**src/rtl/ibex_register_file_mp.sv**
```systemverilog
// Flop-based multi-port register file: optional write bypass, dummy-instruction
// shadow x0, and a wipe sequencer that zeroes one register per cycle on request.
module ibex_register_file_mp #(
    parameter bit          RV32E             = 1'b0,
    parameter int unsigned DataWidth         = 32,
    parameter int unsigned NumRdPorts        = 2,
    parameter int unsigned NumWrPorts        = 1,
    parameter bit          WrBypass          = 1'b0,
    parameter bit          DummyInstructions = 1'b0
) (
    input  logic                            clk_i,
    input  logic                            rst_ni,
    input  logic                            dummy_instr_id_i,
    input  logic [NumRdPorts*5-1:0]         raddr_i,
    output logic [NumRdPorts*DataWidth-1:0] rdata_o,
    input  logic [NumWrPorts-1:0]           we_i,
    input  logic [NumWrPorts*5-1:0]         waddr_i,
    input  logic [NumWrPorts*DataWidth-1:0] wdata_i,
    input  logic                            wipe_req_i,
    output logic                            wipe_busy_o,
    output logic                            wipe_done_o,
    output logic                            wr_drop_o
);
    localparam int unsigned NUM_WORDS = RV32E ? 16 : 32;
    localparam int unsigned ADDR_W    = RV32E ? 4 : 5;

    localparam logic [1:0] ST_IDLE = 2'd0;
    localparam logic [1:0] ST_WIPE = 2'd1;
    localparam logic [1:0] ST_DONE = 2'd2;

    logic [1:0]           r_state;
    logic [1:0]           w_state_nxt;
    logic [ADDR_W-1:0]    r_cnt;
    logic [ADDR_W-1:0]    w_cnt_nxt;
    logic [DataWidth-1:0] r_mem [NUM_WORDS];
    logic [DataWidth-1:0] r_shadow;
    logic                 w_busy;
    logic                 w_wipe_start;
    logic [NumWrPorts-1:0] w_we;
    logic [ADDR_W-1:0]    w_waddr [NumWrPorts];
    logic [DataWidth-1:0] w_wdata [NumWrPorts];
    logic [ADDR_W-1:0]    w_raddr [NumRdPorts];
    logic [DataWidth-1:0] w_rdata [NumRdPorts];
    logic                 w_unused_addr;

    // Port unpacking; address bits above ADDR_W are ignored
    for (genvar p = 0; p < NumWrPorts; p++) begin : g_wr
        assign w_waddr[p] = waddr_i[5*p +: ADDR_W];
        assign w_wdata[p] = wdata_i[DataWidth*p +: DataWidth];
    end
    for (genvar k = 0; k < NumRdPorts; k++) begin : g_rd
        assign w_raddr[k]                       = raddr_i[5*k +: ADDR_W];
        assign rdata_o[DataWidth*k +: DataWidth] = w_rdata[k];
    end
    assign w_unused_addr = ^{raddr_i, waddr_i};

    assign w_busy       = (r_state == ST_WIPE);
    assign w_wipe_start = (r_state == ST_IDLE) && wipe_req_i;
    assign w_we         = w_busy ? '0 : we_i;
    assign wipe_busy_o  = w_busy;
    assign wipe_done_o  = (r_state == ST_DONE);
    assign wr_drop_o    = w_busy && (|we_i);

    // Wipe sequencer next-state
    always_comb begin
        w_state_nxt = r_state;
        w_cnt_nxt   = r_cnt;
        case (r_state)
            ST_IDLE: begin
                if (wipe_req_i) begin
                    w_state_nxt = ST_WIPE;
                    w_cnt_nxt   = ADDR_W'(1);
                end
            end
            ST_WIPE: begin
                w_cnt_nxt = r_cnt + ADDR_W'(1);
                if (r_cnt == ADDR_W'(NUM_WORDS - 1)) begin
                    w_state_nxt = ST_DONE;
                    w_cnt_nxt   = ADDR_W'(1);
                end
            end
            ST_DONE: w_state_nxt = ST_IDLE;
            default: w_state_nxt = ST_IDLE;
        endcase
    end

    // State, storage and shadow x0; higher-numbered write ports win on conflict
    always_ff @(posedge clk_i) begin
        if (!rst_ni) begin
            r_state  <= ST_IDLE;
            r_cnt    <= ADDR_W'(1);
            r_shadow <= '0;
            for (int i = 0; i < NUM_WORDS; i++) begin
                r_mem[i] <= '0;
            end
        end else begin
            r_state <= w_state_nxt;
            r_cnt   <= w_cnt_nxt;
            for (int p = 0; p < NumWrPorts; p++) begin
                if (w_we[p]) begin
                    if (w_waddr[p] != '0) begin
                        r_mem[w_waddr[p]] <= w_wdata[p];
                    end else if (DummyInstructions && dummy_instr_id_i) begin
                        r_shadow <= w_wdata[p];
                    end
                end
            end
            if (w_busy) begin
                r_mem[r_cnt] <= '0;
            end
            if (w_wipe_start) begin
                r_shadow <= '0;
            end
        end
    end

    // Combinational read with optional same-cycle forwarding
    always_comb begin
        for (int k = 0; k < NumRdPorts; k++) begin
            w_rdata[k] = r_mem[w_raddr[k]];
            if (w_raddr[k] == '0) begin
                w_rdata[k] = (DummyInstructions && dummy_instr_id_i) ? r_shadow : '0;
            end else if (WrBypass) begin
                for (int p = 0; p < NumWrPorts; p++) begin
                    if (w_we[p] && (w_waddr[p] == w_raddr[k])) begin
                        w_rdata[k] = w_wdata[p];
                    end
                end
            end
        end
    end

endmodule
```
**config.mk**
```make
export PLATFORM = sky130hd
export DESIGN_NAME = ibex_register_file_mp
export DESIGN_NICKNAME = d
export VERILOG_FILES = /design/src/rtl/ibex_register_file_mp.sv
export SDC_FILE = /design/constraint.sdc
export NUM_CORES = 2
export LEC_CHECK = 0
export ABC_CLOCK_PERIOD_IN_PS = 8500
export CAP_MARGIN = 10
export CORE_UTILIZATION = 47
export CTS_BUF_LIST = sky130_fd_sc_hd__clkbuf_16
export DETAILED_ROUTE_END_ITERATION = 6
export DONT_BUFFER_PORTS = 1
export PLACE_DENSITY_LB_ADDON = 0.2
export SYNTH_ARGS = -nofsm -noshare
export SYNTH_HDL_FRONTEND = slang
export SYNTH_SLANG_ARGS = --single-unit
```
**constraint.sdc**
```tcl
create_clock -name clk_i -period 8.5 [get_ports clk_i]
set_clock_uncertainty 0.1 [all_clocks]
set_input_delay 1.7 -clock clk_i [delete_from_list [all_inputs] [get_ports clk_i]]
set_output_delay 1.7 -clock clk_i [all_outputs]
set_load 0.02 [all_outputs]
```
* Word level (Yosys, flattened, before mapping) *
Memories as Yosys holds them, arrays and structs flattened.
Cells that the tools add are included.

word-level totals
  register bits = 7
  memory bits (writable) = 1024
  input port bits = 52
  output and inout bits = 67
  logic and storage cells = 42
  memories kept = 1

memories
  memory  words  bits a word  read ports  clocked after memory_dff  wr ports  line  RTL
  r_mem   32     32           2           0                         32        35    logic [DataWidth-1:0] r_mem [NUM_WORDS];

operators by class
  add/sub/neg operators = 1
  eq/ne operators = 5
  mux-type cells = 23
  reductions and logical operators = 10

operators with widths
  operator                                               number
  two-way mux 32 bit                                     4
  OR reduction 32 bit                                    2
  two-way mux 5 bit                                      4
  two-way mux 1 bit                                      11
  zero test 5 bit                                        2
  case mux 5 bit (2 select lines)                        1
  adder 5 x 1 -> 5 bit, second input constant            1
  equality test 5 bit, second input constant             1
  nonzero test 5 bit                                     1
  two-way mux 2 bit                                      2
  case mux 2 bit (2 select lines)                        1
  AND reduction 2 bit                                    2
  equality test 2 x 1 -> 1 bit, second input constant    1
  equality test 2 bit, second input constant             1
  zero test 2 bit                                        1
  inequality test 2 x 1 -> 1 bit, second input constant  1
  inequality test 2 bit, second input constant           1
  nonzero test 2 bit                                     1
  logical AND 1 bit                                      1

* Longest topological paths before layout *
  depth in word-level cells = 8
  depth in mapped cells = 10

* Least setup slack after synthesis *
OpenSTA, ideal clock, no wires.

  path kind = input port to flip-flop
  from = in rst_ni
  to = mem r_mem[22][0] (enable)
  library setup time = 466 ps
  data arrival time = 5283 ps
  required time = 7934 ps
  slack = 2651 ps
  cell stages on the path = 7
  buffers on the path = 3
  cells stage by stage = nand3b_4 > buf_6 > mux2_4 > or3b_1 > buf_2 > buf_2 > o21ai_0

RTL lines
  element      line  RTL
  from (decl)  12    input logic rst_ni,
  to (decl)    35

* Worst setup path after layout *
  from = in raddr_i[7]
  to = out rdata_o[58]

between the ends
  word-level cells in the longest chain between the ends = 2

RTL lines
  element                                                  line  RTL
  from (decl)                                              14    input logic [NumRdPorts*5-1:0] raddr_i,
  memory (32 x 32 bit) or zero test 5 bit (tied branches)  --
  two-way mux 32 bit *                                     121   if (w_raddr[k] == '0) begin
  to (decl)                                                15    output logic [NumRdPorts*DataWidth-1:0] rdata_o,

Every way passes the cells marked *; elsewhere a longest branch is shown, timed or not.

==> results by group <==
Outcome
  • Status: finished, violations left
  • Failing checks: max-slew violations

STA
  • Min Tclk post-route: 6.83 ns
  • Final hold slack: 0.435 ns
  • Worst setup slack after layout: 1.67 ns
  • Max Slew Vio Count: 64
  • Tightest Pin Transition: 1.66 ns
  • Slew margin rel.: -0.107
  • Fmax: 146 MHz
  • RSZ-0062 raised after global routing: no
  • Fin. Hold Viols: 0
  • Final setup vio count: 0
  • Period utilization: 0.803
  • Setup TNS: 0 ns

Clock tree
  • Post-CTS setup buffer count: 0
  • Clock slew at reported path FFs: 0.06 ns
  • Clock buffer depth: 3
  • PostCTS Resize Cnt: 0
  • Sink Count: 1,031
  • Latest clock arrival within the worst-skew pair: 0.67 ns
  • CTS tree: built
  • Root Buffer: clkbuf_16
  • H-tree depth: 3
  • Cts hold-fix bufs: 0
  • Cts bufs inserted: 108

Power
  • Power Density: 206 mW/mm2
  • Peak VDD IR: 0.164 mV
  • Leakage: 19.4 nW
  • Pwr Total: 0.0121 W

Detailed routing
  • Starting DRT DRC Count: 4,824
  • Vias/cell: 7.00
  • Residual DRC: 0
  • Via count: 36,300
  • Initial DRT Pass Iterations: 5
  • Detail Route Antenna Nets: 0
  • Total wire length: 180,000 um
  • DR WL/cell: 34.7 um

Die
  • Die area: 0.116 mm2
  • Initial Util: 0.476
  • Ports: 119
  • Die X: 340 um
  • Die extent in y: 340 um
  • Core area: 0.113 mm2
  • Row cnt: 123

Global routing
  • Largest net degree at the start of global routing: 322
  • GRT Overall Usage: 0.310
  • Global-route wire length before repair: 258,000 um
  • GRT Residual Overflow: 0
  • Initial antenna violation count: 7
  • Number of global-route vias before repair: 36,200

Worst setup path
  • Critical Path RT: 6.70 ns
  • Nature of the critical path startpoint: input pin
  • CP Capture Type: primary output
  • CP Max Fanout: 321
  • Worst setup path category: in2out
  • Data arrival time of the worst path: 5.03 ns

Synth
  • Top cells by area, synth: edfxtp_1, mux4_2, nor3_1, mux2i_1, nor2_1
  • Netlist cell types: 51
  • Largest area contributor in the netlist: edfxtp_1
  • Count leader, synth: edfxtp_1
  • Top post-synthesis cells by count: edfxtp_1, nor3_1, mux4_2
  • Warnings, synthesis: 0
  • EDFF count, synth: 1,024
  • Cell Area, Synth: 0.0537 mm2
  • Register area share after synthesis: 0.575
  • Synth Flop Type: edfxtp_1
  • Synth top area share: 0.573
  • Synth async-reset ratio: 0
  • Synthesized area per cell: 14.1 um2
  • FF+latch count, synth: 1,031
  • Syn Inst Count: 3,816

Layout
  • Syn-to-layout area delta: 9.34%
  • Final Cell Area: 0.0587 mm2
  • Total Nets Final: 3,653
  • Share of layout cells above drive strength 1: 0.223

Job
  • Reported max-cap violation count: 0

Placement
  • DP Wirelength: 102,000 um
  • Port Buffers: 0
  • Placer congestion estimate: 0.851
  • Post-DP Area: 0.0551 mm2
  • Worst slack, placed: 2.27 ns

Worst hold path
  • Hold Crit Class: reg2reg
==> through the flow <==
step / utilization / cells
floorplan: - / 3847
global placement: 0.488 / 4986
detailed placement: 0.488 / 4986
CTS: 0.520 / 5186
global route: 0.520 / 5189
finish: 0.520 / 5192
==> per-layer routing <==
| metal | wire [um] | GRT usage | part of all wire |
|---|---|---|---|
| met5 | 66 | 0 | 0.00037 |
| met1 | 68600 | 0.436 | 0.38 |
| met2 | 81200 | 0.464 | 0.45 |
| met4 | 7640 | 0.124 | 0.042 |
| met3 | 22800 | 0.0741 | 0.13 |
==> worst paths after layout <==
kind | to | start | slack, ns | cells after the start
worst max-delay path | rdata_o[58] | raddr_i[7] | 1.67 | 4
worst min-delay path | r_state[0]$_SDFFE_PN0P_ | r_state[1]$_SDFFE_PN0P_ | 0.43 | 1
worst max register to register | r_mem[2][1]$_SDFFCE_PN0P_ | r_state[0]$_SDFFE_PN0P_ | 3.39 | 5
worst min register to register | r_state[0]$_SDFFE_PN0P_ | r_state[1]$_SDFFE_PN0P_ | 0.43 | 1
==> where the power goes <==
group	leakage [nW]	switching, W	internal [W]
registers	10.6	0.000106	0.00579
logic	6.96	0.000853	0.000501
clock network	1.80	0.00203	0.00281
total	19.4	0.00299	0.00910
==> critical path, cell delays in order <==
cell and delay [ns]:
or3_1 1.07, nor2_4 1.10, nor4_1 0.26, buf_4 0.25
==> state kept, by name, indices dropped and copies added, names as in the netlist <==
name / cells
r_mem: 1024
r_cnt: 5
r_state: 2
==> logic make-up (layout without fill, tap and decap cells) <==
logic type               Yosys count  count (layout)  share of synthesized area
AND/OR/NAND/NOR                 1227            1227                      0.107
flip-flops                      1031            1031                      0.575
multiplexers                     704             704                      0.227
buffers and inverters            489             331                     0.0407
AO/OA/AOI/OAI                    362             362                     0.0493
adder cells (fa/ha/maj)            2               2                   0.000466
other                              1              35                  0.0000698
==> final cells by class <==
type / instances / area [um2]
antenna: 3 / 7.51
clock buffer: 111 / 2780
clock inverter: 89 / 796
fill: 9431 / 54100
inverter: 4 / 15.0
multi-input combinational: 2327 / 21300
sequential: 1031 / 30900
tap: 1500 / 1880
timing repair buffer: 127 / 1010
==> placed cells by master (no fill, tap or decap), types with 27 or more instances in the layout <==
| master | n |
|---|---|
| o22ai_1 | 68 |
| mux2_2 | 42 |
| nor2_1 | 388 |
| edfxtp_1 | 1024 |
| clkinv_2 | 28 |
| a2111oi_0 | 53 |
| a22o_1 | 50 |
| nand2_1 | 47 |
| a22oi_1 | 68 |
| clkbuf_16 | 111 |
| buf_4 | 122 |
| clkinv_1 | 27 |
| nor3_1 | 662 |
| nor2b_1 | 44 |
| mux4_2 | 406 |
| a21oi_1 | 31 |
| conb_1 | 32 |
| mux2i_1 | 249 |
Power figures use the tool's default switching activity.
